$ cat src/rtl/riscv_defines.sv
// Shared ALU definitions for the serial long-latency units (multiplier
// state encoding and high/low product word select).
package riscv_defines;

  typedef enum logic [1:0] {
    IDLE     = 2'd0,
    MULTIPLY = 2'd1,
    FINISH   = 2'd2
  } mul_state_e;

  localparam logic HIGH_SEL_LO = 1'b0;
  localparam logic HIGH_SEL_HI = 1'b1;

endpackage

$ cat src/rtl/riscv_alu_mul_abs.sv
// Conditional two's-complement negator: result = negate ? -value : value.
module riscv_alu_mul_abs #(
  parameter int unsigned WIDTH = 32
) (
  input  logic [WIDTH-1:0] value,
  input  logic             negate,
  output logic [WIDTH-1:0] result
);

  assign result = negate ? (~value + WIDTH'(1)) : value;

endmodule

$ cat src/rtl/riscv_alu_mul_serial.sv
// Serial shift-add RV32M multiplier (MUL/MULH/MULHSU/MULHU), one multiplier
// bit per cycle on magnitudes. MUL_EARLY_TERM_EN: stop once |B| is exhausted.
module riscv_alu_mul_serial
  import riscv_defines::*;
#(
  parameter int unsigned C_WIDTH     = 32,
  parameter int unsigned C_LOG_WIDTH = 6
) (
  input  logic               Clk_CI,
  input  logic               Rst_RI,
  input  logic [C_WIDTH-1:0] OpA_DI,
  input  logic [C_WIDTH-1:0] OpB_DI,
  input  logic               OpASign_SI,
  input  logic               OpBSign_SI,
  input  logic               HighSel_SI,
  input  logic               InVld_SI,
  output logic               InRdy_SO,
  output logic               OutVld_SO,
  input  logic               OutRdy_SI,
  output logic [C_WIDTH-1:0] Res_DO
);

  generate
    if (C_LOG_WIDTH != $clog2(C_WIDTH+1)) begin : g_bad_log_width
      $error("C_LOG_WIDTH must equal $clog2(C_WIDTH+1)");
    end
  endgenerate

  mul_state_e               state;
  logic [2*C_WIDTH-1:0]     a_reg;
  logic [2*C_WIDTH-1:0]     acc;
  logic [C_WIDTH-1:0]       b_reg;
  logic [C_LOG_WIDTH-1:0]   cnt;
  logic                     res_inv;
  logic                     high_sel;
  logic                     sign_a;
  logic                     sign_b;
  logic                     last_cycle;
  logic [C_WIDTH-1:0]       a_mag;
  logic [C_WIDTH-1:0]       b_mag;
  logic [2*C_WIDTH-1:0]     prod;

  assign sign_a = OpA_DI[C_WIDTH-1] & OpASign_SI;
  assign sign_b = OpB_DI[C_WIDTH-1] & OpBSign_SI;

  riscv_alu_mul_abs #(.WIDTH(C_WIDTH)) i_abs_a (
    .value(OpA_DI), .negate(sign_a), .result(a_mag)
  );

  riscv_alu_mul_abs #(.WIDTH(C_WIDTH)) i_abs_b (
    .value(OpB_DI), .negate(sign_b), .result(b_mag)
  );

  // Sign correction on the full 2W product; zero stays zero under negation.
  riscv_alu_mul_abs #(.WIDTH(2*C_WIDTH)) i_abs_p (
    .value(acc), .negate(res_inv), .result(prod)
  );

`ifdef MUL_EARLY_TERM_EN
  assign last_cycle = (cnt == '0) || (b_reg[C_WIDTH-1:1] == '0);
`else
  assign last_cycle = (cnt == '0);
`endif

  assign Res_DO = (high_sel == HIGH_SEL_HI) ? prod[2*C_WIDTH-1:C_WIDTH]
                                            : prod[C_WIDTH-1:0];

  always_ff @(posedge Clk_CI) begin
    if (Rst_RI) begin
      state     <= IDLE;
      a_reg     <= '0;
      acc       <= '0;
      b_reg     <= '0;
      cnt       <= '0;
      res_inv   <= 1'b0;
      high_sel  <= 1'b0;
      InRdy_SO  <= 1'b1;
      OutVld_SO <= 1'b0;
    end else begin
      case (state)
        IDLE: begin
          if (InVld_SI) begin
            a_reg    <= {{C_WIDTH{1'b0}}, a_mag};
            b_reg    <= b_mag;
            acc      <= '0;
            cnt      <= C_LOG_WIDTH'(C_WIDTH-1);
            res_inv  <= sign_a ^ sign_b;
            high_sel <= HighSel_SI;
            InRdy_SO <= 1'b0;
            state    <= MULTIPLY;
          end
        end
        MULTIPLY: begin
          if (b_reg[0]) acc <= acc + a_reg;
          a_reg <= a_reg << 1;
          b_reg <= b_reg >> 1;
          cnt   <= cnt - C_LOG_WIDTH'(1);
          if (last_cycle) begin
            OutVld_SO <= 1'b1;
            state     <= FINISH;
          end
        end
        FINISH: begin
          if (OutRdy_SI) begin
            OutVld_SO <= 1'b0;
            InRdy_SO  <= 1'b1;
            state     <= IDLE;
          end
        end
        default: begin
          OutVld_SO <= 1'b0;
          InRdy_SO  <= 1'b1;
          state     <= IDLE;
        end
      endcase
    end
  end

endmodule

$ cat config.mk
export PLATFORM = sky130hd
export DESIGN_NAME = riscv_alu_mul_serial
export DESIGN_NICKNAME = d
export VERILOG_FILES = /design/src/rtl/riscv_defines.sv /design/src/rtl/riscv_alu_mul_abs.sv /design/src/rtl/riscv_alu_mul_serial.sv
export SDC_FILE = /design/constraint.sdc
export NUM_CORES = 1
export LEC_CHECK = 0
export ABC_AREA = 1
export CORE_ASPECT_RATIO = 1.1
export CORE_UTILIZATION = 47
export DETAILED_ROUTE_END_ITERATION = 6
export MAX_ROUTING_LAYER = met4
export PLACE_DENSITY = 0.73
export REMOVE_ABC_BUFFERS = 1
export SLEW_MARGIN = 20
export SYNTH_ARGS = -nofsm -noshare
export SYNTH_HDL_FRONTEND = slang
export SYNTH_SLANG_ARGS = --single-unit
$ cat constraint.sdc
create_clock -name Clk_CI -period 6.1 [get_ports Clk_CI]
set_input_delay 0.61 -clock Clk_CI [delete_from_list [all_inputs] [get_ports Clk_CI]]
set_output_delay 0.61 -clock Clk_CI [all_outputs]
set_load 0.05 [all_outputs]
* Word-level counts from Yosys, hierarchy flattened
Index checks and enable logic that the tools add are counted.
** Storage, ports and cells
- Register bits :: 172
- Bits in latches :: 0
- Bits in writable memories :: 0
- ROM bits :: 0
- Input port bits :: 71
- Output and inout port bits :: 34
- Word-level logic and storage cells :: 60
- Memories kept :: 0
** Operators by class
- Add/subtract/negate cells :: 5
- Multipliers :: 0
- Div/mod/pow operators :: 0
- Magnitude comparators :: 0
- Equal/unequal tests :: 6
- Shift operators :: 0
- Muxes and demuxes :: 23
- Bitwise logic cells :: 8
- Reductions and logical operators :: 9
** Operators by type and width (number)
- $mux W64 :: 4
- $pmux W64 S2 :: 2
- $mux W32 :: 4
- $add A32 B1 Y32 const B :: 2
- $add A64 B1 Y64 const B :: 1
- $add A64 B64 Y64 :: 1
- $not A32 Y32 :: 2
- $not A64 Y64 :: 1
- $pmux W32 S2 :: 1
- $pmux W6 S2 :: 1
- $reduce_and A3 Y1 :: 4
- $ne A2 B2 Y1 const B :: 4
- $logic_not A6 Y1 :: 1
- $mux W2 :: 3
- $mux W6 :: 1
- $pmux W1 S3 :: 2
- $pmux W2 S3 :: 1
- $sub A6 B1 Y6 const B :: 1
- $mux W1 :: 4
- $reduce_and A2 Y1 :: 2
- $and A1 B1 Y1 :: 2
- $eq A2 B1 Y1 const B :: 1
- $eq A2 B2 Y1 const B :: 1
- $logic_not A2 Y1 :: 1
- 3 further kinds :: 4

* Longest topological paths before layout
Gate-level depths: netlist (run 1).
- Word-level depth :: 5
- Depth in mapped cells :: 16
- Depth with buffers taken out :: 16

* Hierarchy
Synthesis (run 1) repeated with hierarchy kept, for this count alone.
** Unflattened totals
- Cell total of the unflattened synthesis :: 3034
- Area total of the unflattened synthesis :: 17180.2 sq um
** Modules (own cells, without submodules)
- riscv_alu_mul_serial :: instances 1, cells each 2082, area an instance 12497.0 sq um, seq. area each 3443.3 sq um
- riscv_alu_mul_abs (i_abs_p) :: instances 1, cells each 498, area an instance 2466.1 sq um, seq. area each 0.0 sq um
- riscv_alu_mul_abs (i_abs_a ...) :: instances 2, cells each 227, area an instance 1108.6 sq um, seq. area each 0.0 sq um

* Worst setup path after synthesis (run 1)
OpenSTA, ideal clock, no wires.
- Path kind :: register to output
- Start :: reg acc[4]
- End :: out Res_DO[15]
- Data arrival time :: 2.322 ns
- Required time :: 5.490 ns
- Slack :: 3.168 ns
- Stages on the path, launching flop included :: 12
- Path buffers :: 0
- Path through :: dfxtp_1 > inv_2 > nand2_1 > nor2_2 > nand2_2 > nor2_4 > inv_2 > nor2_2 > nand3_1 > nand2_1 > o21ai_0 > o21ai_0
** Between the ends
- Longest elaborated chain between the ends :: 4
** Ends and longest elaborated chain
- start, declared :: line riscv_alu_mul_serial.sv:31 : logic [2*C_WIDTH-1:0] acc;
- start signal, assigned :: line riscv_alu_mul_serial.sv:94 : if (b_reg[0]) acc <= acc + a_reg;
- $not A64 Y64 :: line riscv_alu_mul_abs.sv:10 : assign result = negate ? (~value + WIDTH'(1)) : value;
- $add A64 B1 Y64 :: line riscv_alu_mul_abs.sv:10
- $mux W64 :: line riscv_alu_mul_abs.sv:10
- $mux W32 :: line riscv_alu_mul_serial.sv:65 : assign Res_DO = (high_sel == HIGH_SEL_HI) ? prod[2*C_WIDTH-1:C_WIDTH]
- end, declared :: line riscv_alu_mul_serial.sv:20 : output logic [C_WIDTH-1:0] Res_DO
Every way passes these cells.

* Worst setup path in the final report (run 1)
- Start :: reg acc[28]
- End :: out Res_DO[30]
The elaborated chain is that of the path after synthesis.

==> impl_metrics.yaml, run 1 <==
die:
  die_w_um: 180
  io_pins: 105
  initial_core_util: 0.479
  dieArea_mm2: 0.0357
  core-area_mm2: 0.0343
  die_height_um: 198
  num_rows: 71
pwr:
  leakage_uw: 0.00933
  irDropWorstVdd_mv: 0.225
  powerDensity_mw_per_mm2: 173
layout:
  fin_cells: 3524
  diodes: 0
  area_growth_syn_to_layout_pct: 12.0
  final_nets: 3214
  utilization: 0.537
  drive_gt1_frac: 0.0428
yosys:
  ys_ff_latch: 172
  syn_area_mm2: 0.0164
  synth_largest_area_cell: "nand2_1"
  synth-xor-area-share: 0.00799
  synth_top_area_frac: 0.242
  synth_compound_area_frac: 0.152
  yosys.area_share.adder: 0.0530
  async_reset_ff_frac: 0
  synth-simple-area-share: 0.446
  synth_top_family_by_area: "simple AND/OR/NAND/NOR gates"
  synthMuxAreaShare: 0
  ys_top_cells_by_count: "nand2_1 (1,059), inv_1 (478), nor2_1 (248)"
  syn-instance-count: 3021
  synth_flop_cell: "dfxtp_1"
  synthMostInstantiatedCell: "nand2_1"
  yosysWarnings: 0
  synth_edf_count: 0
  synth_cell_types: 46
  postSynthAreaPerCell_um2: 5.44
  synth_area_leaders: "nand2_1 (24%), dfxtp_1 (21%), inv_1 (11%), nand3_1 (7.5%), a21oi_1 (7.4%)"
  seq_area_frac_synth: 0.210
sta:
  max-slew-margin-rel: 0.308
  finalCritPeriodShare: 0.676
  layout_setup_ws_ns: 1.98
  grt_setup_unrepaired: "no"
  clock_skew_ns: 0.0111
  fin_crit_ns: 4.12
  slew_violations: 0
  finalSetupViolCount: 0
  hold_violations: 0
  fin_setup_tns_ns: 0
  fmax_mhz: 242
  tightest_slew_ns: 1.04
  whs_ns: 0.471
placed_design:
  placed_cells: 3493
  gp_congestion: 1.08
  io_buffer_count: 104
  hpwl_um: 50800
  dpl_worst_slack_ns: 2.49
global_route:
  use_met3: 0.0353
  antenna_found_initial: 0
  grt_pass1_vias: 18100
  met2_usage: 0.605
  grt.busiest_layer: "met2"
  grt_util_met1: 0.449
  overflow: 0
  grt_max_degree: 75
  grt.total_usage: 0.363
  grt_pass1_wl_um: 98000
routing:
  detail_route.iter0.violations: 1528
  vias_per_cell: 5.51
  via_count: 19400
  wl_per_cell_um: 17.8
  ant_nets: 0
  drt_wl_total_um: 62700
  remaining_drc_errors: 2
  dr.pass1.iters: 7
setup_path:
  crit_chain: "nor2_1, nand3_1, nor2_1, nand2_1, nor4_1, nand3_1, nand2_1, nand2_1, nand2_1, nand2_1, nand2_1, clkdlybuf4s50_1"
  crit_required_ns: 5.49
  cp-end-kind: "primary output"
  path_class: "register to primary output"
  slowest_stage: "clkdlybuf4s50_1"
  cp_common_cell: "nand2_1"
  worstSetupStartpointType: "register"
  crit_fanout: 6
  max_stage_delay_ns: 0.80
  crit_arrival_ns: 3.51
clock_network:
  cts_resized: 0
  cts.sinks: 172
  hold_buffers: 0
  ctsRootBufferMaster: "clkbuf_16"
  clockBufferDepth: 2
  cts_setup_buffers: 0
  numCtsBuffers: 17
  htreeDepth: 4
  cts_tree: "done"
  clk-insertion-delay-late_ns: 0.47
  clkTransAtPathRegs_ns: 0.07
run:
  maxCapViolCount: 0
run_status:
  failed_checks: "design-rule violations"
  status: "finished, violations left"
hold_path:
  hold_class: "register to register"
-- per-layer routing --
metal | up-vias | routed length [um]
met2 | 673 | 29100
met4 | 0 | 2450
met1 | 8880 | 27400
met5 | - | 0
met3 | 124 | 3820
li1 | 9730 | -
-- area by class of cell --
cell class,count,area (um^2)
Timing Repair Buffer,116,1140
Inverter,492,1850
Sequential cell,172,3440
Clock buffer,18,429
Clock inverter,13,165
Multi-Input combinational cell,2275,10800
Tap cell,438,548
Fill cell,3667,15900
-- critical path: cells and delay by family, from the launching register on --
kind / cells / cell delay (ns)
buf+inv: 1 / 0.80
flops: 1 / 0.41
simple gates: 11 / 1.82
-- cell families after synthesis --
kind of cell | Yosys count
simple gates | 1737
buf+inv | 574
fa+ha+maj | 69
compound gates | 454
xor+xnor | 15
flops | 172
-- where the power goes --
part	internal, uW	leakage [uW]	switching, uW
Sequential	1180	0.00140	49.2
Combinational	257	0.00765	547
Clock	644	0.000279	504
Total	2080	0.00933	1100
-- per-stage QoR --
step	instance area, um^2	power [uW]
finish	18400	3180
global route	18400	3310
CTS	18400	3190
detailed placement	17800	2050
global placement	17800	2030
floorplan	16100	1740
-- cells in the final DEF (no fill, tap or decap), drive strengths merged, types with 3 or more instances in the layout --
| cell | netlist | final |
|---|---|---|
| or2 | 42 | 42 |
| a21oi | 243 | 243 |
| bufinv | 0 | 3 |
| clkbuf | 58 | 18 |
| nand3 | 252 | 252 |
| buf | 24 | 13 |
| clkinvlp | 0 | 4 |
| nand4 | 44 | 44 |
| nor3 | 47 | 47 |
| dfxtp | 172 | 172 |
| o31ai | 6 | 6 |
| nand2 | 1065 | 1065 |
| ha | 68 | 68 |
| clkinv | 2 | 5 |
| a221oi | 3 | 3 |
| o211ai | 6 | 6 |
| o21bai | 6 | 6 |
| a31oi | 33 | 33 |
| nor4 | 8 | 8 |
| clkdlybuf4s50 | 0 | 103 |
| nand3b | 13 | 13 |
| inv | 490 | 493 |
| xor2 | 14 | 14 |
| nor2 | 264 | 264 |
| o22ai | 4 | 4 |
| a22oi | 32 | 32 |
| o21ai | 116 | 116 |
-- final timing paths --
path | from | to | slack, ns | cells past startpoint
setup / recovery | acc[28] | Res_DO[30] | 1.98 | 12
hold / removal | b_reg[31] | b_reg[31] | 0.47 | 2
setup reg to reg | state[1] | acc[49] | 3.05 | 7
hold reg to reg | b_reg[31] | b_reg[31] | 0.47 | 2
No activity file was read; power rests on OpenSTA's default activity.
==> run 2: changes to the inputs <==
==> constraint.sdc (replaced) <==
create_clock -name Clk_CI -period 4.1 [get_ports Clk_CI]
set_input_delay 0.41 -clock Clk_CI [delete_from_list [all_inputs] [get_ports Clk_CI]]
set_output_delay 0.41 -clock Clk_CI [all_outputs]
set_load 0.05 [all_outputs]
==> run 2 against run 1 <==
Compared with the run above: the run now ends clean; total power rose by 48%; clock skew rose by 0.0023 ns; critical path depth increased by 1; clock-buffer cell count is 1 lower; core utilization increased by 0.24 points; worst setup slack lost 1.6 ns; worst hold slack got worse by 0.0012 ns; via count grew 0.11%; sequential power is 49% higher; combinational power is 48% higher; largest cell class unchanged.
==> impl_metrics.yaml, run 2 (same netlist as run 1, synthesis figures left out) <==
setup_path:
  crit_fanout: 7
  cp-end-kind: "primary output"
  worstSetupStartpointType: "register"
  crit_arrival_ns: 3.32
  worstRegToRegCells: 15
  path_class: "register to primary output"
  crit_required_ns: 3.69
placed_design:
  dpl_worst_slack_ns: 0.906
  gp_congestion: 1.05
  io_buffer_count: 104
  placed_cells: 3507
  hpwl_um: 49900
run:
  maxCapViolCount: 0
clock_network:
  hold_buffers: 0
  htreeDepth: 4
  ctsRootBufferMaster: "clkbuf_16"
  cts.sinks: 172
  cts_resized: 0
  cts_setup_buffers: 0
  clk-insertion-delay-late_ns: 0.48
  cts_tree: "done"
  clkTransAtPathRegs_ns: 0.07
  numCtsBuffers: 17
  clockBufferDepth: 2
routing:
  met3_wirelength_um: 4600
  remaining_drc_errors: 0
  vias_per_cell: 5.49
  ant_nets: 0
  drt_wl_total_um: 61700
  via_count: 19400
  dr.pass1.iters: 5
  detail_route.iter0.violations: 1592
  highest_layer: "met4"
  wl_met2_um: 27400
  wl_per_cell_um: 17.4
  drt-met1-wl_um: 26800
global_route:
  grt_pass1_vias: 17900
  overflow: 0
  grt_pass1_wl_um: 97500
  grt.total_usage: 0.361
  grt_max_degree: 84
  antenna_found_initial: 0
die:
  die_height_um: 198
  initial_core_util: 0.479
  num_rows: 71
  core-area_mm2: 0.0343
  io_pins: 105
  dieArea_mm2: 0.0357
  die_w_um: 180
sta:
  max-slew-margin-rel: 0.358
  finalSetupViolCount: 0
  fin_setup_tns_ns: 0
  finalCritPeriodShare: 0.909
  fin_crit_ns: 3.73
  grt_setup_unrepaired: "no"
  clock_skew_ns: 0.0134
  tightest_slew_ns: 0.955
  slew_violations: 0
  hold_violations: 0
  whs_ns: 0.470
  layout_setup_ws_ns: 0.372
  fmax_mhz: 268
layout:
  mostFrequentLayoutCells: "nand2_1 (1,059), inv_1 (478), nand3_1 (247)"
  area_growth_syn_to_layout_pct: 12.5
  utilization: 0.539
  final_nets: 3228
  drive_gt1_frac: 0.0494
  fin_cells: 3538
  final_common_cell: "nand2_1"
  fillCellCount: 3644
  diodes: 0
pwr:
  irDropWorstVdd_mv: 0.310
  powerDensity_mw_per_mm2: 255
  leakage_uw: 0.00942
hold_path:
  hold_class: "register to register"
  whs_path_depth: 1
run_status:
  status: "finished, final reports clean"
-- run 2: routing by layer --
layer	track usage	vias up
met2	0.576	729
met3	0.0465	134
met1	0.453	8812
met5	-	-
li1	-	9753
met4	0.171	0
-- run 2: worst paths after layout --
check         start        end  slack, ns
max          acc[1]  Res_DO[6]       0.37
min reg2reg  cnt[5]     cnt[5]       0.47
max reg2reg  acc[0]    acc[46]       1.40
min          cnt[5]     cnt[5]       0.47
-- run 2: power by group --
group	internal (uW)	switching (uW)
Clock	909	787
Sequential	1760	76.1
Combinational	383	804
-- run 2: critical path, cell delays in order, from the launching register on --
cell and delay (ns):
dfxtp_1 0.36, inv_1 0.16, ha_1 0.19, nand3_1 0.18, nor2_2 0.18, nand2_2 0.13
nor3_2 0.19, nand2_1 0.13, nand2_2 0.13, nand2_1 0.09, a21oi_1 0.12, o21ai_1 0.12
nand2_1 0.08, clkdlybuf4s50_1 0.79
-- run 2: layout make-up --
| cell class | instances | area [um^2] | area share |
|---|---|---|---|
| sequential | 172 | 3440 | 0.186 |
| clock buffer | 17 | 425 | 0.0230 |
| timing repair buffer | 130 | 1230 | 0.0666 |
| tap | 438 | 548 | 0.0296 |
| multi-input combinational | 2275 | 10800 | 0.586 |
| clock inverter | 14 | 163 | 0.00879 |
| inverter | 492 | 1850 | 0.0999 |
-- run 2: per-stage QoR --
stage,instance area (um^2),power (uW)
floorplan,16100,2580
global placement,17900,3020
detailed placement,17900,3040
CTS,18500,4720
global route,18500,4920
finish,18500,4720
